## src/rtl/gcd_pkg.sv

```systemverilog
// Shared definitions for the two-client GCD core arbiter: FSM state encoding
// and default operand/result widths.
package gcd_pkg;

  localparam int OPW_DEF = 8;
  localparam int RW_DEF  = 7;

  typedef enum logic [1:0] {
    IDLE    = 2'd0,
    ISSUE   = 2'd1,
    RELEASE = 2'd2,
    RESPOND = 2'd3
  } state_e;

endpackage

```

## src/rtl/gcd_arbiter_rr_arb2.sv

```systemverilog
// Two-way round-robin grant: combinational pick from the current requests,
// with a registered last-granted pointer that the owner updates on completion.
module rr_arb2
  import gcd_pkg::*;
(
  input  logic       clk,
  input  logic       reset,
  input  logic [1:0] req,
  input  logic       upd,
  input  logic       upd_idx,
  output logic       gnt_idx,
  output logic       gnt_any
);

  logic last_q, last_d;

  always_comb begin
    last_d = last_q;
    if (upd) last_d = upd_idx;
  end

  // Pointer starts at client 1 so client 0 wins the first tie.
  always_ff @(posedge clk or posedge reset) begin
    if (reset) last_q <= 1'b1;
    else       last_q <= last_d;
  end

  always_comb begin
    gnt_any = |req;
    if (&req) gnt_idx = ~last_q;
    else      gnt_idx = req[1];
  end

endmodule

```

## src/rtl/gcd_arbiter.sv

```systemverilog
// Shares one 4-phase GCD core between two 4-phase clients; operands and the
// result are latched so every output comes straight from a flop.
module gcd_arbiter
  import gcd_pkg::*;
#(
  parameter int OPW = OPW_DEF,
  parameter int RW  = RW_DEF
) (
  input  logic             clk,
  input  logic             reset,
  input  logic             req0,
  input  logic             req1,
  input  logic [2*OPW-1:0] ab0,
  input  logic [2*OPW-1:0] ab1,
  output logic             ack0,
  output logic             ack1,
  output logic [RW-1:0]    c_out,
  output logic             core_req,
  output logic [2*OPW-1:0] core_ab,
  input  logic             core_ack,
  input  logic [RW-1:0]    core_c,
  output logic             busy,
  output logic             grant
);

  state_e             state_q, state_d;
  logic               grant_q, grant_d;
  logic [2*OPW-1:0]   core_ab_q, core_ab_d;
  logic [RW-1:0]      c_out_q, c_out_d;
  logic               core_req_q, core_req_d;
  logic [1:0]         ack_q, ack_d;
  logic               busy_q, busy_d;

  logic [1:0]         req;
  logic               arb_idx, arb_any, arb_upd;

  assign req = {req1, req0};

  rr_arb2 u_arb (
    .clk     (clk),
    .reset   (reset),
    .req     (req),
    .upd     (arb_upd),
    .upd_idx (grant_q),
    .gnt_idx (arb_idx),
    .gnt_any (arb_any)
  );

  always_comb begin
    state_d    = state_q;
    grant_d    = grant_q;
    core_ab_d  = core_ab_q;
    c_out_d    = c_out_q;
    core_req_d = core_req_q;
    ack_d      = ack_q;
    arb_upd    = 1'b0;
    case (state_q)
      IDLE: begin
        // A core still acking a previous (possibly aborted) request blocks issue.
        if (arb_any && !core_ack) begin
          state_d    = ISSUE;
          grant_d    = arb_idx;
          core_ab_d  = arb_idx ? ab1 : ab0;
          core_req_d = 1'b1;
        end
      end
      ISSUE: begin
        if (core_ack) begin
          state_d    = RELEASE;
          c_out_d    = core_c;
          core_req_d = 1'b0;
        end
      end
      RELEASE: begin
        if (!core_ack) begin
          state_d = RESPOND;
          ack_d   = grant_q ? 2'b10 : 2'b01;
        end
      end
      RESPOND: begin
        if (!req[grant_q]) begin
          state_d = IDLE;
          ack_d   = 2'b00;
          arb_upd = 1'b1;
        end
      end
      default: state_d = IDLE;
    endcase
    busy_d = (state_d != IDLE);
  end

  always_ff @(posedge clk or posedge reset) begin
    if (reset) begin
      state_q    <= IDLE;
      grant_q    <= 1'b0;
      core_ab_q  <= '0;
      c_out_q    <= '0;
      core_req_q <= 1'b0;
      ack_q      <= 2'b00;
      busy_q     <= 1'b0;
    end else begin
      state_q    <= state_d;
      grant_q    <= grant_d;
      core_ab_q  <= core_ab_d;
      c_out_q    <= c_out_d;
      core_req_q <= core_req_d;
      ack_q      <= ack_d;
      busy_q     <= busy_d;
    end
  end

  assign ack0     = ack_q[0];
  assign ack1     = ack_q[1];
  assign c_out    = c_out_q;
  assign core_req = core_req_q;
  assign core_ab  = core_ab_q;
  assign busy     = busy_q;
  assign grant    = grant_q;

endmodule

```

## config.mk

```make
export PLATFORM = sky130hd
export DESIGN_NAME = gcd_arbiter
export DESIGN_NICKNAME = d
export VERILOG_FILES = /design/src/rtl/gcd_pkg.sv /design/src/rtl/gcd_arbiter_rr_arb2.sv /design/src/rtl/gcd_arbiter.sv
export SDC_FILE = /design/constraint.sdc
export NUM_CORES = 1
export LEC_CHECK = 0
export ABC_AREA = 1
export CORE_MARGIN = 8
export CORE_UTILIZATION = 46
export CTS_BUF_LIST = sky130_fd_sc_hd__clkbuf_8
export DETAILED_ROUTE_END_ITERATION = 10
export PLACE_DENSITY = 0.95
export SYNTH_ARGS = -nofsm -noshare
export SYNTH_HDL_FRONTEND = slang
export SYNTH_SLANG_ARGS = --single-unit
```

## constraint.sdc

```tcl
create_clock -name clk -period 3.1 [get_ports clk]
set_input_delay 0.31 -clock clk [delete_from_list [all_inputs] [get_ports clk]]
set_output_delay 0.31 -clock clk [all_outputs]
set_load 0.03 [all_outputs]
```

======== Word level (Yosys, flattened, before mapping) ========
Index checks and enable logic that the tools add are counted.
storage, ports and cells
  register bits after elaboration ......... 31
  input bits .............................. 44
  output and inout port bits .............. 28
cells by class
  order comparisons ....................... 1
  eq/ne operators ......................... 7
  muxes and demuxes ....................... 18
  bitwise operators ....................... 1
  reductions and logical operators ........ 12
operators with widths
  kind                number
  $mux 16             1
  $mux 2              7
  $ne 2x2->1 const B  4
  $pmux 2 s4          1
  $mux 1              7
  $reduce_and 2->1    3
  $reduce_and 3->1    2
  $reduce_bool 2->1   3
  $eq 2x2->1 const B  2
  $pmux 2 s2          1
  $eq 2x1->1 const B  1
  $logic_not 2->1     1
  $lt 1x2->1 const B  1
  $pmux 1 s2          1
  $reduce_or 2->1     1
  $logic_and 1x1->1   1
  $logic_not 1->1     1
  $not 1->1           1

======== Depth between registers and ports, before layout ========
  word-level depth ........................ 5
  depth in mapped cells ................... 7

======== Modules after synthesis ========
A second synthesis with hierarchy kept.
second synthesis, totals
  cell total of the unflattened synthesis .. 163
  area, all modules ....................... 1,452.6 um^2
modules (own cells, without submodules)
  module       times used  cells each  area an instance (um^2)
  gcd_arbiter  1           154         1,392.6
  rr_arb2      1           9           60.1

======== Worst setup path before layout ========
No wires, ideal clock.
  path kind ............................... register to register
  from .................................... register u_arb.last_q
  to ...................................... register grant_q (netlist: grant)
  data arrival time ....................... 1.010 ns
  required time ........................... 2.982 ns
  path slack .............................. 1.972 ns
  cell stages (with the launch flop) ...... 6
  buffers on the path ..................... 1
  clock period less this slack ............ 1.128 ns
  cell sequence ........................... dfstp_2 nand2_2 nand2_4 buf_4 nand3b_1 nand2_1
between the ends
  longest elaborated chain between the ends .. 2
RTL lines
  item                      line                       source
  start: declaration        gcd_arbiter_rr_arb2.sv:15  logic last_q, last_d;
  start signal: assignment  gcd_arbiter_rr_arb2.sv:25  else last_q <= last_d;
  $not 1->1                 gcd_arbiter_rr_arb2.sv:30  if (&req) gnt_idx = ~last_q;
  $mux 1                    gcd_arbiter_rr_arb2.sv:30
  end signal: assignment    gcd_arbiter.sv:103         grant_q <= grant_d;
  end: declaration          gcd_arbiter.sv:27          logic grant_q, grant_d;
Every way passes these cells.
A chain may end at the register's enable or synchronous reset.

======== Final worst setup path ========
  from .................................... register grant_q (netlist: grant)
  to ...................................... output port grant
RTL lines
  item              line               source
  end: declaration  gcd_arbiter.sv:23  output logic grant
No word-level cell between the ends.

==> results.py <==
metrics = {
    "synthesis": {
        "synth-edff-count": 0,
        "ys.flop_type": "dfrtp_1",
        "ys_warn_count": 0,
        "synth_area_per_cell_um2": 7.95,
        "ys_ff_latch": 31,
        "synth_fp_nets": 241,
        "async_reset_ff_share_pct": 100,
        "synth_cell_type_count": 23,
        "synth_area_um2": 1570,
        "synthCells": 197,
        "synth-seq-area-share_pct": 49.6,
    },
    "worst_setup_path": {
        "cp_top_family": "buffers and inverters",
        "cp-end-kind": "output pin",
        "cp_max_fo": 5,
        "crit_path_top_delay_cell": "clkdlybuf4s50_1",
        "critPathMaxStageDelay_ns": 0.71,
        "worst-setup-path-type": "flip-flop to output pin",
        "worst-endpoint-arrival_ns": 1.41,
        "required_ns": 2.79,
        "path_buf_inv": 1,
        "cp_cell_sequence": "clkdlybuf4s50_1",
        "startpoint_type": "flip-flop",
    },
    "drt": {
        "drt_first_pass_iters": 4,
        "drtIter0Drc": 76,
        "drt.antenna.violating_nets": 0,
        "via_per_inst": 4.77,
        "drc": 0,
        "wl_per_cell_um": 13.1,
        "vias": 1511,
        "wl_mm": 4.14,
    },
    "timing": {
        "tns_ns": 0,
        "slew_headroom_pct": 73.1,
        "grt_setup_unrepaired": "false",
        "hold_viol_final": 0,
        "drv_slew": 0,
        "fin_ws_ns": 1.38,
        "max_freq_mhz": 581,
        "finalCritPeriodShare_pct": 55.5,
        "fin_crit_ns": 1.72,
        "tightest_slew_ns": 0.403,
        "fin_worst_skew_ns": 0.00732,
        "setup_viol": 0,
    },
    "floorplanning": {
        "ioPinCount": 72,
        "start_util_pct": 47.3,
        "die_x_um": 74.4,
        "core-area_um2": 3310,
        "rows": 21,
        "die_y_um": 74.4,
        "dieArea_um2": 5530,
    },
    "pwr": {
        "powerDensity_nw_per_um2": 954,
        "ir_worst_vdd_mv": 0.534,
        "leakagePower_nw": 1.20,
        "p_total_w": 0.00229,
    },
    "global_routing": {
        "antenna_found_initial": 0,
        "grt_use_total_pct": 15.5,
        "grt_first_pass_wirelength_mm": 6.61,
        "grt_pass1_vias": 1487,
        "grt_max_degree": 32,
        "gr-total-overflow": 0,
    },
    "cells_and_area": {
        "diodes": 0,
        "nNetsFinal": 314,
        "drive_gt1_share_pct": 12.2,
        "stdcell_area_um2": 2400,
        "ff_latch_area_um2": 777,
        "multi_input_area_um2": 692,
        "fillers": 268,
        "syn2layout_area_growth_pct": 53.2,
    },
    "clock_network": {
        "holdBufCountCts": 0,
        "clkLatencyLatePin_ns": 0.28,
        "cts_tree": "built",
        "cts_max_path_buffers": 2,
        "numCtsBuffers": 5,
        "path_clk_slew_ns": 0.06,
        "cts-htree-levels": 2,
        "clockRootBuffer": "clkbuf_8",
        "cts-resized-gates": 0,
        "numClockSinks": 31,
        "cts_setup_buffers": 0,
    },
    "placed_design": {
        "hpwl_mm": 3.14,
        "post-place-ws_ns": 1.11,
        "finalWeightedCongestion": 0.757,
        "port_buffers": 71,
        "placed_area_um2": 2280,
    },
    "run": {
        "drv_cap": 0,
    },
    "min_path": {
        "min_path_type": "input port to async pin",
    },
    "status": {
        "outcome": "complete, no violations",
    },
}
-- placed cells by master (no fill, tap or decap), types with 2 or more instances in the layout --
cell type / n
buf_4: 2
clkbuf_8: 6
clkdlybuf4s50_1: 71
dfrtp_1: 30
inv_1: 3
inv_2: 4
nand2_1: 105
nand2_2: 11
nand2_4: 3
nand3_1: 20
nand4_1: 2
nor2_4: 2
-- per-stage QoR --
step | hold WS (ns) | util (%) | instances
global route | 0.480 | 72.5 | 317
floorplan | 0.413 | - | 197
finish | 0.402 | 72.5 | 317
CTS | 0.408 | 72.5 | 317
detailed placement | 0.458 | 68.9 | 309
global placement | 0.453 | 68.9 | 309
-- synth_stat cells (2+ instances only) --
library cell  count  area, um^2
nand3_1          20         100
dfrtp_1          30         751
inv_1             3        11.3
nand2_1         105         394
nand4_1           2        12.5
nand2_2          11        68.8
buf_6             2        22.5
nand2_4           3        33.8
nor2_4            2        22.5
inv_2             4        15.0
buf_4             2        15.0
buf_2             2        10.0
-- registers in the layout (all words and copies together) (netlist names) --
| signal | flops |
|---|---|
| u_arb.last_q | 1 |
| ack_q | 2 |
| state_q | 2 |
| c_out | 7 |
| core_req | 1 |
| busy | 1 |
| core_ab | 16 |
| grant | 1 |
-- metal layers --
layer	track usage [%]	vias to the layer above	part of all wire (%)
met1	17.2	690	40
met2	26.4	53	51
met3	5.80	9	7.5
met5	0	-	0
met4	5.87	0	1.5
li1	-	759	-
-- final timing paths --
kind | from | endpoint | slack (ns) | cells past startpoint
max | grant$_DFFE_PP0P_ | grant | 1.38 | 1
min | reset | core_ab[13]$_DFFE_PP0P_ | 0.40 | 3
max reg2reg | u_arb.last_q$_DFFE_PP1P_ | core_ab[12]$_DFFE_PP0P_ | 1.73 | 6
min reg2reg | c_out[5]$_DFFE_PP0P_ | c_out[5]$_DFFE_PP0P_ | 0.47 | 2
max in group asynchronous | reset | u_arb.last_q$_DFFE_PP1P_ | 2.38 | 3
min in group clk | c_out[5]$_DFFE_PP0P_ | c_out[5]$_DFFE_PP0P_ | 0.47 | 2
-- final cells by class --
type / instances / share of cell area, %
sequential: 31 / 32.4
multi-input combinational: 151 / 28.8
clock inverter: 2 / 1.46
tap: 46 / 2.40
timing repair buffer: 73 / 30.2
clock buffer: 6 / 3.44
inverter: 8 / 1.25
-- kinds of logic after synthesis --
logic type,after synthesis,synth area share (%)
buffers and inverters,15,6.23
AOI/OAI and AO/OA,3,1.12
and+or+nand+nor,148,43.1
DFF,31,49.6
-- power by group --
part,switching (W),leakage (nW),internal (W)
registers,0.000127,0.384,0.000594
clock network,0.000143,0.0612,0.000260
logic,0.000696,0.756,0.000470
total,0.000966,1.20,0.00132
Note: power is estimated with default switching activity, not from simulation.
